## src/rtl/fetch_seq.sv

```systemverilog
// fetch_seq: fetch/execute sequencer for the 8-bit microprocessor.
// Owns the program counter, fetches a two-byte instruction (opcode byte, then
// address byte) into the instruction register, launches execute and waits for
// it to finish. A memory read that goes unanswered for TIMEOUT cycles parks the
// sequencer in FAULT with a sticky bus_err until reset.
module fetch_seq #(
  parameter int ADDR_W  = 8,
  parameter int TIMEOUT = 15,
  parameter int RST_PC  = 0
) (
  input  logic              clk,
  input  logic              reset,
  input  logic              start,
  input  logic              halt_req,
  input  logic              mem_ack,
  input  logic              exec_done,
  input  logic              pc_load,
  input  logic [ADDR_W-1:0] pc_in,
  output logic              mem_rd,
  output logic [ADDR_W-1:0] pc,
  output logic              LOAD_IRU,
  output logic              LOAD_IRL,
  output logic              exec_go,
  output logic              busy,
  output logic              bus_err
);

  // Wait counter must hold values 0..TIMEOUT-1.
  localparam int CNT_W = (TIMEOUT > 1) ? $clog2(TIMEOUT) : 1;
  localparam logic [CNT_W-1:0] WAIT_LAST = CNT_W'(TIMEOUT - 1);
  localparam logic [ADDR_W-1:0] PC_RESET = ADDR_W'(RST_PC);

  typedef enum logic [2:0] {
    S_IDLE    = 3'd0,
    S_RD_U    = 3'd1,
    S_LD_U    = 3'd2,
    S_RD_L    = 3'd3,
    S_LD_L    = 3'd4,
    S_EXEC    = 3'd5,
    S_WAIT_EX = 3'd6,
    S_FAULT   = 3'd7
  } state_t;

  state_t            state_q, state_d;
  logic [ADDR_W-1:0] pc_q, pc_d;
  logic [CNT_W-1:0]  wait_q, wait_d;
  logic              bus_err_q, bus_err_d;
  logic              mem_rd_q, mem_rd_d;
  logic              load_iru_q, load_iru_d;
  logic              load_irl_q, load_irl_d;
  logic              exec_go_q, exec_go_d;
  logic              busy_q, busy_d;

  // Next-state, program counter and wait-counter logic; outputs are decoded
  // from the next state so the registered outputs track the current state.
  always_comb begin
    state_d   = state_q;
    pc_d      = pc_q;
    wait_d    = wait_q;
    bus_err_d = bus_err_q;

    case (state_q)
      S_IDLE: begin
        if (start) begin
          state_d = S_RD_U;
          wait_d  = '0;
        end
      end
      S_RD_U, S_RD_L: begin
        if (mem_ack) begin
          state_d = (state_q == S_RD_U) ? S_LD_U : S_LD_L;
        end else if (wait_q == WAIT_LAST) begin
          state_d   = S_FAULT;
          bus_err_d = 1'b1;
        end else begin
          wait_d = wait_q + 1'b1;
        end
      end
      S_LD_U: begin
        pc_d    = pc_q + 1'b1;
        state_d = S_RD_L;
        wait_d  = '0;
      end
      S_LD_L: begin
        pc_d    = pc_q + 1'b1;
        state_d = S_EXEC;
      end
      S_EXEC: begin
        state_d = S_WAIT_EX;
      end
      S_WAIT_EX: begin
        if (exec_done) begin
          if (pc_load) begin
            pc_d = pc_in;
          end
          // halt is only honoured here, at the instruction boundary.
          state_d = halt_req ? S_IDLE : S_RD_U;
          wait_d  = '0;
        end
      end
      S_FAULT: begin
        state_d = S_FAULT;
      end
      default: begin
        state_d = S_IDLE;
      end
    endcase

    mem_rd_d   = (state_d == S_RD_U) || (state_d == S_RD_L);
    load_iru_d = (state_d == S_LD_U);
    load_irl_d = (state_d == S_LD_L);
    exec_go_d  = (state_d == S_EXEC);
    busy_d     = (state_d != S_IDLE) && (state_d != S_FAULT);
  end

  // Single state register for the sequencer and its Moore outputs.
  always_ff @(posedge clk or negedge reset) begin
    if (!reset) begin
      state_q    <= S_IDLE;
      pc_q       <= PC_RESET;
      wait_q     <= '0;
      bus_err_q  <= 1'b0;
      mem_rd_q   <= 1'b0;
      load_iru_q <= 1'b0;
      load_irl_q <= 1'b0;
      exec_go_q  <= 1'b0;
      busy_q     <= 1'b0;
    end else begin
      state_q    <= state_d;
      pc_q       <= pc_d;
      wait_q     <= wait_d;
      bus_err_q  <= bus_err_d;
      mem_rd_q   <= mem_rd_d;
      load_iru_q <= load_iru_d;
      load_irl_q <= load_irl_d;
      exec_go_q  <= exec_go_d;
      busy_q     <= busy_d;
    end
  end

  assign mem_rd   = mem_rd_q;
  assign pc       = pc_q;
  assign LOAD_IRU = load_iru_q;
  assign LOAD_IRL = load_irl_q;
  assign exec_go  = exec_go_q;
  assign busy     = busy_q;
  assign bus_err  = bus_err_q;

endmodule
```

## config.mk

```make
export PLATFORM = sky130hd
export DESIGN_NAME = fetch_seq
export DESIGN_NICKNAME = d
export VERILOG_FILES = /design/src/rtl/fetch_seq.sv
export SDC_FILE = /design/constraint.sdc
export NUM_CORES = 1
export LEC_CHECK = 0
export ABC_CLOCK_PERIOD_IN_PS = 2050
export CORE_MARGIN = 2
export CORE_UTILIZATION = 48
export DETAILED_ROUTE_END_ITERATION = 6
export MAX_ROUTING_LAYER = met4
export PLACE_DENSITY = 0.9
export SLEW_MARGIN = 25
export SYNTH_ARGS = -nofsm -noshare
export SYNTH_HDL_FRONTEND = slang
export SYNTH_SLANG_ARGS = --single-unit
```

## constraint.sdc

```tcl
create_clock -name clk -period 2.05 [get_ports clk]
set_input_delay 0.615 -clock clk [delete_from_list [all_inputs] [get_ports clk]]
set_output_delay 0.615 -clock clk [all_outputs]
set_load 0.02 [all_outputs]
```

---- Word level (Yosys, flattened, before mapping) ----
Index checks and enable logic that the tools add are counted.
word-level totals
  bits of input ports ..................... 15
  bits in registers ....................... 21
  word-level logic and storage cells ...... 57
  output and inout bits ................... 14
operators by class
  bitwise gates (word level) .............. 1
  reductions and logical operators ........ 11
  mux-type cells .......................... 15
  eq/ne operators ......................... 19
  add/subtract/negate cells ............... 2
operators by type and width
  operator               count
  $pmux W3 S7            1
  $eq A3 B3 Y1 const B   6
  $mux W4                4
  $mux W8                2
  $pmux W4 S4            1
  $pmux W8 S2            1
  $mux W3                5
  $eq A3 B2 Y1 const B   4
  $ne A2 B2 Y1 const B   5
  $add A8 B1 Y8 const B  1
  $eq A3 B1 Y1 const B   2
  $reduce_and A3 Y1      2
  $reduce_and A5 Y1      1
  $add A4 B1 Y4 const B  1
  $eq A4 B4 Y1 const B   1
  $reduce_bool A4 Y1     1
  $reduce_or A2 Y1       2
  $logic_not A3 Y1       1
  $ne A3 B3 Y1 const B   1
  $reduce_bool A3 Y1     1
  $reduce_bool A2 Y1     1
  $logic_and A1 B1 Y1    1
  $logic_or A1 B1 Y1     1
  $mux W1                1
  $not A1 Y1             1

---- Longest topological paths before layout ----
  depth after elaboration ................. 6
  depth in mapped cells ................... 6
  mapped depth without buffers ............ 6

---- Worst setup path after synthesis ----
No wires, ideal clock.
  kind .................................... reg2reg
  from .................................... reg wait_q[0]
  to ...................................... reg busy_q (netlist: busy)
  buffers on the path ..................... 0
  setup time .............................. 0.125 ns
  clock period less this slack ............ 1.767 ns
  path slack .............................. 0.283 ns
  required time ........................... 1.925 ns
  arrival ................................. 1.642 ns
  cell stages (with the launch flop) ...... 7
  cell sequence ........................... dfrtp_1 > inv_1 > ha_1 > a311oi_1 > nor4_2 > or3_1 > mux2_2
between the ends
  word-level cells in the longest chain between the ends .. 6
  elaborated cells on any way between the ends .. 7
  classes of those cells .................. eq/ne (2); mux (3); reduce/logical (2)
ends and longest elaborated chain
  what                                                       line  RTL
  start: declaration                                         46    logic [CNT_W-1:0] wait_q, wait_d;
  start signal: assignment                                   131   wait_q <= wait_d;
  $eq A4 B4 Y1 (*)                                           72    end else if (wait_q == WAIT_LAST) begin
  $mux W3 (*)                                                72
  $mux W3 (*)                                                70    if (mem_ack) begin
  $pmux W3 S7 (*)                                            62    case (state_q)
  net state_d[2]                                             44    state_t state_q, state_d;
  $ne A3 B3 Y1 / $reduce_bool A3 Y1 (equally long branches)  113   busy_d = (state_d != S_IDLE) && (state_d != S_FAULT);
  $logic_and A1 B1 Y1 (*)                                    113
  net busy_d                                                 52    logic busy_q, busy_d;
  end signal: assignment                                     137   busy_q <= busy_d;
  end: declaration                                           52
Mark *: on every way through the listed nets, which the timed path passes. The rest lies on a longest branch.
A chain may end at the register's enable or synchronous reset.

---- Worst setup path in the final report ----
  from .................................... reg pc_q[1] (netlist: pc[1])
  to ...................................... out pc[1]
RTL lines
  what                      line  RTL
  start: declaration        45    logic [ADDR_W-1:0] pc_q, pc_d;
  start signal: assignment  130   pc_q <= pc_d;
  end: declaration          20    output logic [ADDR_W-1:0] pc,
No word-level cell between the ends.

==> summary.md <==
| Metric | Value |
|---|---|
| GRT Total Usage | 22.2% |
| Max Fclk | 0.506 GHz |
| Simple-Gate Fraction of Synth Area | 24.9% |
| Slowest CP cell | clkdlybuf4s50_1 |
| Max-slew violations | 0 |
| Grt ovf | 0 |
| CP Launch Type | flop |
| Largest family of logic cells by synthesized area | simple AND/OR/NAND/NOR gates |
| Fin util | 68.6% |
| Core Region | 2250 um^2 |
| Inserted Clock Buffers | 3 |
| Via-to-Cell Ratio | 5.76 |
| Final nets | 176 |
| RSZ-0062 raised after global routing | false |
| Die Y | 53.4 um |
| Vias | 1066 |
| Syn Area/Cell | 9.59 um^2 |
| Post-synthesis register bit count | 21 |
| Setup CP Type | reg2out |
| CTS root buffer | clkbuf_4 |
| Drt total wl | 2.77 mm |
| Sequential-to-total area share from yosys stat | 44.9% |
| Max cap viols | 0 |
| Pre-antenna DRT Iters | 4 |
| Min cycle time layout | 1980 ps |
| Clk pin slew, worst setup/hold paths | 110 ps |
| Endpoints failing hold | 0 |
| Ys async rst share | 100% |
| Later-pin clock latency in the skew report | 290 ps |
| R2R depth | 6 |
| CTS sink cnt | 21 |
| Fraction of layout cells with a size suffix above 1 | 14.0% |
| Design Area, Final | 1550 um^2 |
| Cell family with most CP delay | buffers and inverters |
| TritonCTS clock tree | built |
| Syn_nets | 140 |
| Initial core utilization | 51.9% |
| Setup Skew | 4.32 ps |
| Drt wl/cell | 15.0 um |
| Lkg Pwr | 0.688 nW |
| Crit path depth | 1 |
| Net Sw Power | 0.000984 W |
| Final HPWL DP | 2.06 mm |
| # hold bufs at CTS | 0 |
| Pin count of the biggest net entering global routing | 22 |
| Synth-to-layout area growth | 32.3% |
| Vias in the first global route | 1036 |
| Die Width | 53.4 um |
| Crit-path cells | clkdlybuf4s50_1 |
| Pwr dens | 1450 nW/um^2 |
| Combinational power share | 55.4% |
| Post-Synth XOR/XNOR Area | 0% |
| Longest Clk Path Bufs | 2 |
| Seq pwr share | 36.1% |
| Worst slew pin tran | 521 ps |
| CP Capture Type | output port |
| Clock Power Share | 8.5% |
| Area share of fa/ha/maj cells after synthesis | 3.21% |
| Count of buffers from port buffering | 28 |
| Max stage delay on crit path | 630 ps |
| Relative slew slack | 65.2% |
| Critical Path AT | 1360 ps |
| Main synth FF type | dfrtp_1 |
| Int Pwr | 0.00126 W |
| Worst endpoint required time | 1430 ps |
| Final hold slack | 491 ps |
| Hold crit path type | reg2reg |
| CP Buf/Inv Count | 1 |
| Placed inst area | 1520 um^2 |
| Commonest non-fill, non-tap cell in the layout | clkdlybuf4s50_1 |
| Final Non-Filler Cells | 185 |
| Setup Viol. Count Final | 0 |
| Worst vdd rail ir drop | 1.16 mV |
| Period utilization | 96.4% |
| ANT cells | 0 |
| # rows | 17 |
| H-tree depth | 1 |
| Yosys warns | 0 |
| Crit path max fanout | 5 |
| Mux cell area share after synthesis | 0.963% |
| Most frequent cells in the layout | 26 x clkdlybuf4s50_1, 21 x dfrtp_1, 12 x nand2_1, 12 x a21oi_1 |
| Post-DRT Antenna Nets | 0 |
| Post-Syn Instances | 122 |
| First-pass GRT wire length | 4.48 mm |
| Outcome | finished clean |
| Initial drt markers | 13 |
| DRC Markers | 0 |
| Cell total after placement | 181 |
| Sw frac | 43.8% |
| Hold path depth | 1 |
| Ports | 29 |
| RePlAce Congestion | 0.881 |
| Number of enable flip-flop cells after synthesis | 0 |
| Synth Area in Compound Gates | 21.7% |
| Initial antenna violation count | 0 |
| Die Area | 2850 um^2 |
| Unique cell type count in the Yosys netlist | 44 |
| Post-Syn Area | 1170 um^2 |
| Fillers | 193 |
flip-flops by register name (all words and copies together) (netlist names):
register and cells:
state_q 3, LOAD_IRU 1, pc 8, exec_go 1
bus_err 1, LOAD_IRL 1, wait_q 4, mem_rd 1
busy 1
power groups by stage:
stage,clock [W],combinational (W),sequential [W]
global route,0.000211,0.00137,0.000843
global placement,0,0.00120,0.000793
CTS,0.000201,0.00125,0.000806
finish,0.000192,0.00124,0.000811
floorplan,0,0.000738,0.000844
detailed placement,0,0.00125,0.000814
kinds of logic after synthesis:
kind of cell,Yosys count
and+or+nand+nor,50
AOI/OAI and AO/OA,38
DFF,21
buffers and inverters,9
muxes,1
adders and majority gates,3
area by class of cell:
type                    instances  area (um^2)  area share [%]
multi-input cells              92          594            38.4
flip-flops and latches         21          526            34.0
repair buffers                 37          353            22.8
well taps                      28         35.0            2.26
clock buffers                   4         26.3            1.70
inverters                       3         13.8           0.889
through the flow:
stage               TNS [ps]  total power (W)  worst slack [ps]
floorplan                  0          0.00158               283
global placement        -265          0.00199              -144
detailed placement      -650          0.00206              -230
CTS                        0          0.00226              19.7
global route               0          0.00242              16.0
finish                     0          0.00225              74.0
Yosys cell counts (all sizes together), types with 3 or more instances:
| master | n | area [um^2] |
|---|---|---|
| a21oi | 12 | 60.1 |
| and2b | 3 | 22.5 |
| buf | 4 | 28.8 |
| dfrtp | 21 | 526 |
| ha | 3 | 37.5 |
| inv | 3 | 13.8 |
| nand2 | 12 | 45.0 |
| nand3 | 9 | 45.0 |
| nor2 | 3 | 13.8 |
| nor3 | 4 | 20.0 |
| nor3b | 3 | 27.5 |
| o21ai | 9 | 45.0 |
| or2 | 3 | 21.3 |
| or3 | 4 | 25.0 |
path summary, 6_finish.rpt:
path	endpoint	slack [ps]	from
hold / removal	bus_err	490	bus_err
setup reg to reg	busy	100	wait_q[0]
min in group asynchronous	pc[2]	650	reset
setup / recovery	pc[1]	70	pc[1]
hold reg to reg	bus_err	490	bus_err
max in group asynchronous	pc[6]	1180	reset
repair_timing:
action                     CTS  global route
buffers inserted             0             0
gates resized for setup      0             2
setup endpoints to repair    0             2
metal layers:
metal / routed length (um) / vias to the layer above / global-route usage [%]
met4: 0 / 0 / 6.41
met5: 0 / - / -
met2: 1380 / 35 / 38.1
li1: - / 521 / -
met3: 135 / 0 / 2.82
met1: 1260 / 510 / 27.3
(Power assumes the default switching activity.)
==> RTL change 1 (same settings) <==
Set the parameter `ADDR_W` to 7 (it was 8).
--- a/src/rtl/fetch_seq.sv
+++ b/src/rtl/fetch_seq.sv
@@ -6,3 +6,3 @@
 module fetch_seq #(
-  parameter int ADDR_W  = 8,
+  parameter int ADDR_W  = 7,
   parameter int TIMEOUT = 15,
Ports: changed (resized pc and pc_in); port bits go from 29 to 27. The function was not compared with the original's and may differ.
==> RTL change 1 against the unedited design <==
- final area fell by 2.3%
- non-clock buffer count fell by 10
- sequential cell count fell by 1
- setup slack improved by 18 ps
- combinational power fell by 8%
- wire length fell by 9.8%
- synthesized area rose by 1.8%
- total power rose by 0.75%
- critical path type unchanged
- critical endpoint unchanged
==> RTL change 1: results (changes against the unedited design) <==
Run status
  – Status: finished, final reports clean

Die
  – Die Wd: 53.82 µm (+0.83%)

Global routing
  – Vias in the first global route: 960 (-7.3%)
  – Met1 usage: 22.08% (-5.2 points)
  – First-pass GRT wire length: 3981 µm (-11%)
  – Met2 global-route usage: 34.15% (-3.9 points)
  – Met3 Usage GRT: 2.500% (-0.32 points)
  – Largest net degree at the start of global routing: 21 (-4.5%)
  – Gr usage total: 19.43% (-2.7 points)

Setup path
  – Crit-path slowest cell: clkdlybuf4s50_1
  – FF-to-FF setup slack: 290 ps (+190 ps)
  – CP peak stage delay: 620 ps
  – Worst endpoint data arrival time: 1340 ps (-20 ps)
  – CP max FO: 5 (unchanged)
  – Reg2Reg Depth: 4 (-2)

Pwr
  – Peak supply drop: 0.8728 mV (-25%)
  – Pleak: 0.6904 nW (+0.36%)

Finish
  – Fraction of layout cells with a size suffix above 1: 10.14% (-3.9 points)
  – Ant diodes: 0 (unchanged)
  – Max FFs per register: 7 (-1)
  – Fill count: 211 (+9.3%)
  – Final Net Count: 166 (-5.7%)

Logic synthesis
  – Synth Instances: 122 (unchanged)
  – Top FF cell, synth: dfrtp_1
  – Synth unique cells: 40 (-9.1%)
  – Most frequent cells after synthesis: dfrtp_1, a21oi_1, nand2_1
  – Synth area leaders: dfrtp_1, a21oi_1, nand2_1, ha_1, nand3_1
  – Syn Nets: 139 (-0.71%)
  – Fraction of registers with async set/reset: 100.0% (unchanged)
  – Sequential area share after synthesis: 42.02% (-2.9 points)

Route
  – DR iter-0 viols: 20 (+7)
  – Vias/cell: 5.708 (-0.94%)
  – Avg WL per Cell: 14.05 µm (-6.2%)
  – TritonRoute pass-1 iters: 4 (unchanged)
  – Routed wire length: 2501 µm (-9.8%)

Timing
  – Hold slack: 508.7 ps (+17.58 ps)
  – Worst Tran Pin Value: 724.5 ps (+203.7 ps)
  – Clk_skew: 3.849 ps (-0.4663 ps)

Min path
  – Hold WC Path Type: reg2reg
  – Hold depth: 1 (unchanged)

Placed design
  – # placed instances: 174 (-3.9%)
  – Detailed Place HPWL: 1837 µm (-11%)
  – Number of I/O port buffers: 26 (-7.1%)
  – Placer Congestion: 0.8645 (-1.9%)

Clock network
  – Setup Buffers After CTS: 0 (unchanged)
  – CTS HTree Levels: 1 (unchanged)
  – Root buffer cell: clkbuf_4
  – CTS buffer count: 3 (unchanged)
## RTL change 1: cell count changes in the layout (fill, tap and decap cells not counted), moves of 3 or more
cell             change
nor2_1               +4
or3_1                -4
inv_1                +3
nand2b_1             +3
clkdlybuf4s50_1      -4
buf_4                -8
nor3_1               -4
and2b_1              -3
o22ai_1              +4
## RTL change 1: final cells by class
class	count	area [µm²]	share of cell area, %
timing repair buffer	27	277.8	18.36
clock buffer	3	22.52	1.489
clock inverter	1	30.03	1.985
sequential	20	500.5	33.09
multi-input combinational	92	625.6	41.36
inverter	5	18.77	1.241
tap	30	37.54	2.481
## RTL change 1: report_power, final
group,internal [mW],leakage (nW),total (mW),switching [mW]
sequential,0.544,0.248,0.803,0.260
clock,0.197,0.0279,0.320,0.122
combinational,0.565,0.415,1.14,0.577
## RTL change 1: cell families (layout without fill, tap and decap cells)
group,count (synthesis),in the layout,share of synthesized area (%)
muxes,1,1,0.8404
buffers and inverters,10,36,5.462
DFF,20,20,42.02
AOI/OAI and AO/OA,43,43,25.74
and+or+nand+nor,45,45,22.79
adders and majority gates,3,3,3.152
## RTL change 1: worst paths after layout
| path | endpoint | startpoint |
|---|---|---|
| max | pc[1] | pc[1] |
| min | bus_err | bus_err |
| max reg2reg | busy | state_q[2] |
| min reg2reg | bus_err | bus_err |
| max in group asynchronous | state_q[2] | reset |
| min in group asynchronous | pc[2] | reset |
## RTL change 1: metrics by stage
step           utilization (%)  power (mW)  area (µm²)  setup WS, ps
5_1_grt                  62.77       2.434        1513         34.67
3_3_place_gp             60.18       1.906        1450         68.61
2_1_floorplan                -       1.631        1191         623.0
4_1_cts                  62.36       2.287        1503         27.26
6_report                 62.77       2.265        1513         91.61
3_5_place_dp             60.18       1.966        1450        -4.310
## RTL change 1: layer usage
| layer | wire [µm] | up-vias | part of all wire, % |
|---|---|---|---|
| met5 | 0 | - | 0 |
| met4 | 12 | 0 | 0.48 |
| met3 | 113 | 2 | 4.5 |
| met2 | 1281 | 27 | 51 |
| met1 | 1093 | 490 | 44 |
| li1 | - | 497 | - |
## RTL change 1: timing repair
| action | 4_1_cts | 5_1_grt |
|---|---|---|
| hold buffers | 0 | 0 |
| gates resized for setup | 0 | 4 |
| setup endpoints to repair | 0 | 4 |
==> RTL change 2 (config.mk and constraints unchanged) <==
Made on the original files. Make the reset (`reset`) synchronous in one clocked block.
--- a/src/rtl/fetch_seq.sv
+++ b/src/rtl/fetch_seq.sv
@@ -116,3 +116,3 @@
   // Single state register for the sequencer and its Moore outputs.
-  always_ff @(posedge clk or negedge reset) begin
+  always_ff @(posedge clk) begin
     if (!reset) begin
Function: differs if reset is asserted again (counterexample within 4 cycles, from zero or initial values and one cycle with reset low); with reset held inactive, the same outputs for 10 cycles.
==> RTL change 2 against the unedited design <==
- synthesized area rose by 1.3%
- setup slack barely moved
- sequential cell count did not move
- synthesized cell count rose by 16%
- wire length fell by 2.0%
- final area rose by 1.1%
- non-clock buffer count rose by 2
- critical path type unchanged
- highest routed layer is now met4
Power is not compared: it rests on default switching activity, and its combinational part moved more than twofold at a synthesized area within 25%.
==> RTL change 2: results (changes against the unedited design) <==
Global routing
  – First-pass GRT wire length: 4457 µm (-0.47%)
  – Gr usage total: 21.66% (-0.52 points)
  – Vias in the first global route: 1095 (+5.7%)

Pwr
  – Peak supply drop: 0.4170 mV

Placed design
  – Detailed Place HPWL: 1998 µm (-3.1%)
  – Placer Congestion: 0.8621 (-2.1%)
  – Number of I/O port buffers: 28 (unchanged)
  – Setup WS pre-CTS: -109.3 ps (+120.6 ps)

Run status
  – Status: finished, final reports clean

Min path
  – Hold WC Path Type: reg2reg
  – Hold depth: 2 (+1)
  – Hold path start: wait_q[2]

Clock network
  – Root buffer cell: clkbuf_4
  – Setup Buffers After CTS: 0 (unchanged)

Setup path
  – Crit-path slowest cell: clkdlybuf4s50_1
  – Worst endpoint data arrival time: 1360 ps (about the same)
  – CP max FO: 6 (+1)
  – CP startpoint: pc[5]
  – Reg2Reg Depth: 6 (unchanged)
  – Crit-path leading delay family: buffers and inverters
  – Worst reg2reg startpoint: wait_q[0]
  – Reg2reg end: busy
  – FF-to-FF setup slack: 380 ps (+280 ps)
  – Endpoint of the worst setup timing path: pc[5]

Timing
  – Hold slack: 525.5 ps (+34.30 ps)
  – Worst Tran Pin Value: 380.3 ps (-140.5 ps)
  – Clk_skew: 4.034 ps (-0.2808 ps)

Logic synthesis
  – Post-Synth XOR/XNOR Area: 0% (unchanged)
  – Synth area leaders: dfxtp_1, nor2_1, a21oi_1, nor2b_1, nand2_1
  – Mux contribution to synthesized area: 2.534% (+1.6 points)
  – Syn Nets: 160 (+14%)
  – Synth unique cells: 38 (-14%)
  – Most frequent cells after synthesis: dfxtp_1, nor2_1, a21oi_1
  – Fraction of registers with async set/reset: 0% (-100 points)
  – Sequential area share after synthesis: 35.48% (-9.4 points)
  – Avg Cell Area, Syn: 8.344 µm² (-13%)
  – Synth Area in Compound Gates: 22.07% (+0.36 points)
  – Adder-Cell Fraction of Synth Area: 3.168% (-0.041 points)
  – Yosys warning count: 0 (unchanged)

Route
  – DR iter-0 viols: 21 (+8)
  – Avg WL per Cell: 13.06 µm (-13%)
  – Vias/cell: 5.611 (-2.6%)

Finish
  – Fin cells: 208 (+12%)
  – Final Net Count: 197 (+12%)
  – Fraction of layout cells with a size suffix above 1: 11.80% (-2.2 points)
  – Max FFs per register: 8 (unchanged)
[RTL change 2: report_power, final]
group	total [mW]	leakage, nW	switching [mW]	internal [mW]
clock network	0.196	0.0150	0.120	0.0758
registers	0.435	0.171	0.0144	0.421
logic	0.154	0.423	0.0735	0.0806
total	0.785	0.608	0.208	0.577
[RTL change 2: metrics by stage]
stage / power, mW / instance area [µm²]
global placement: 0.5911 / 1536
CTS: 0.7928 / 1563
floorplan: 0.5272 / 1185
finish: 0.7849 / 1565
global route: 0.8290 / 1565
detailed placement: 0.5966 / 1536
[RTL change 2: area by class of cell]
class	instances	area, µm²
clock buffer	4	26.28
fill	232	844.6
tap	30	37.54
timing repair buffer	39	365.4
multi-input combinational	111	704.4
sequential	21	420.4
inverter	3	11.26
[RTL change 2: worst min path at each step]
stage and endpoint:
2_1_floorplan wait_q[3], 4_1_cts wait_q[2], 6_report wait_q[2], 3_3_place_gp bus_err, 3_5_place_dp wait_q[2], 5_1_grt wait_q[2]
[RTL change 2: layer usage]
layer,track usage [%],vias to the layer above,wire length [µm]
li1,-,572,-
met1,23.75,548,1129
met2,38.62,43,1403
met3,3.889,4,155
met4,8.120,0,27
met5,-,-,0
[RTL change 2: cell families (layout without fill, tap and decap cells)]
kind of cell | after synthesis | count (layout)
buf+inv | 10 | 46
mux | 3 | 3
compound gates | 38 | 38
fa+ha+maj | 3 | 3
simple gates | 67 | 67
flops | 21 | 21
[RTL change 2: timing repair]
| item | CTS | global route |
|---|---|---|
| hold buffers | 0 | 0 |
| setup endpoints to repair | 0 | 1 |
| gates resized for setup | 0 | 1 |
[RTL change 2: worst reg2reg max path: stages, from the launching register on]
cell and delay, ps:
dfxtp_1 370, inv_1 80, ha_1 200, and3_1 230, mux2i_1 190, a21oi_1 140
o311a_1 360
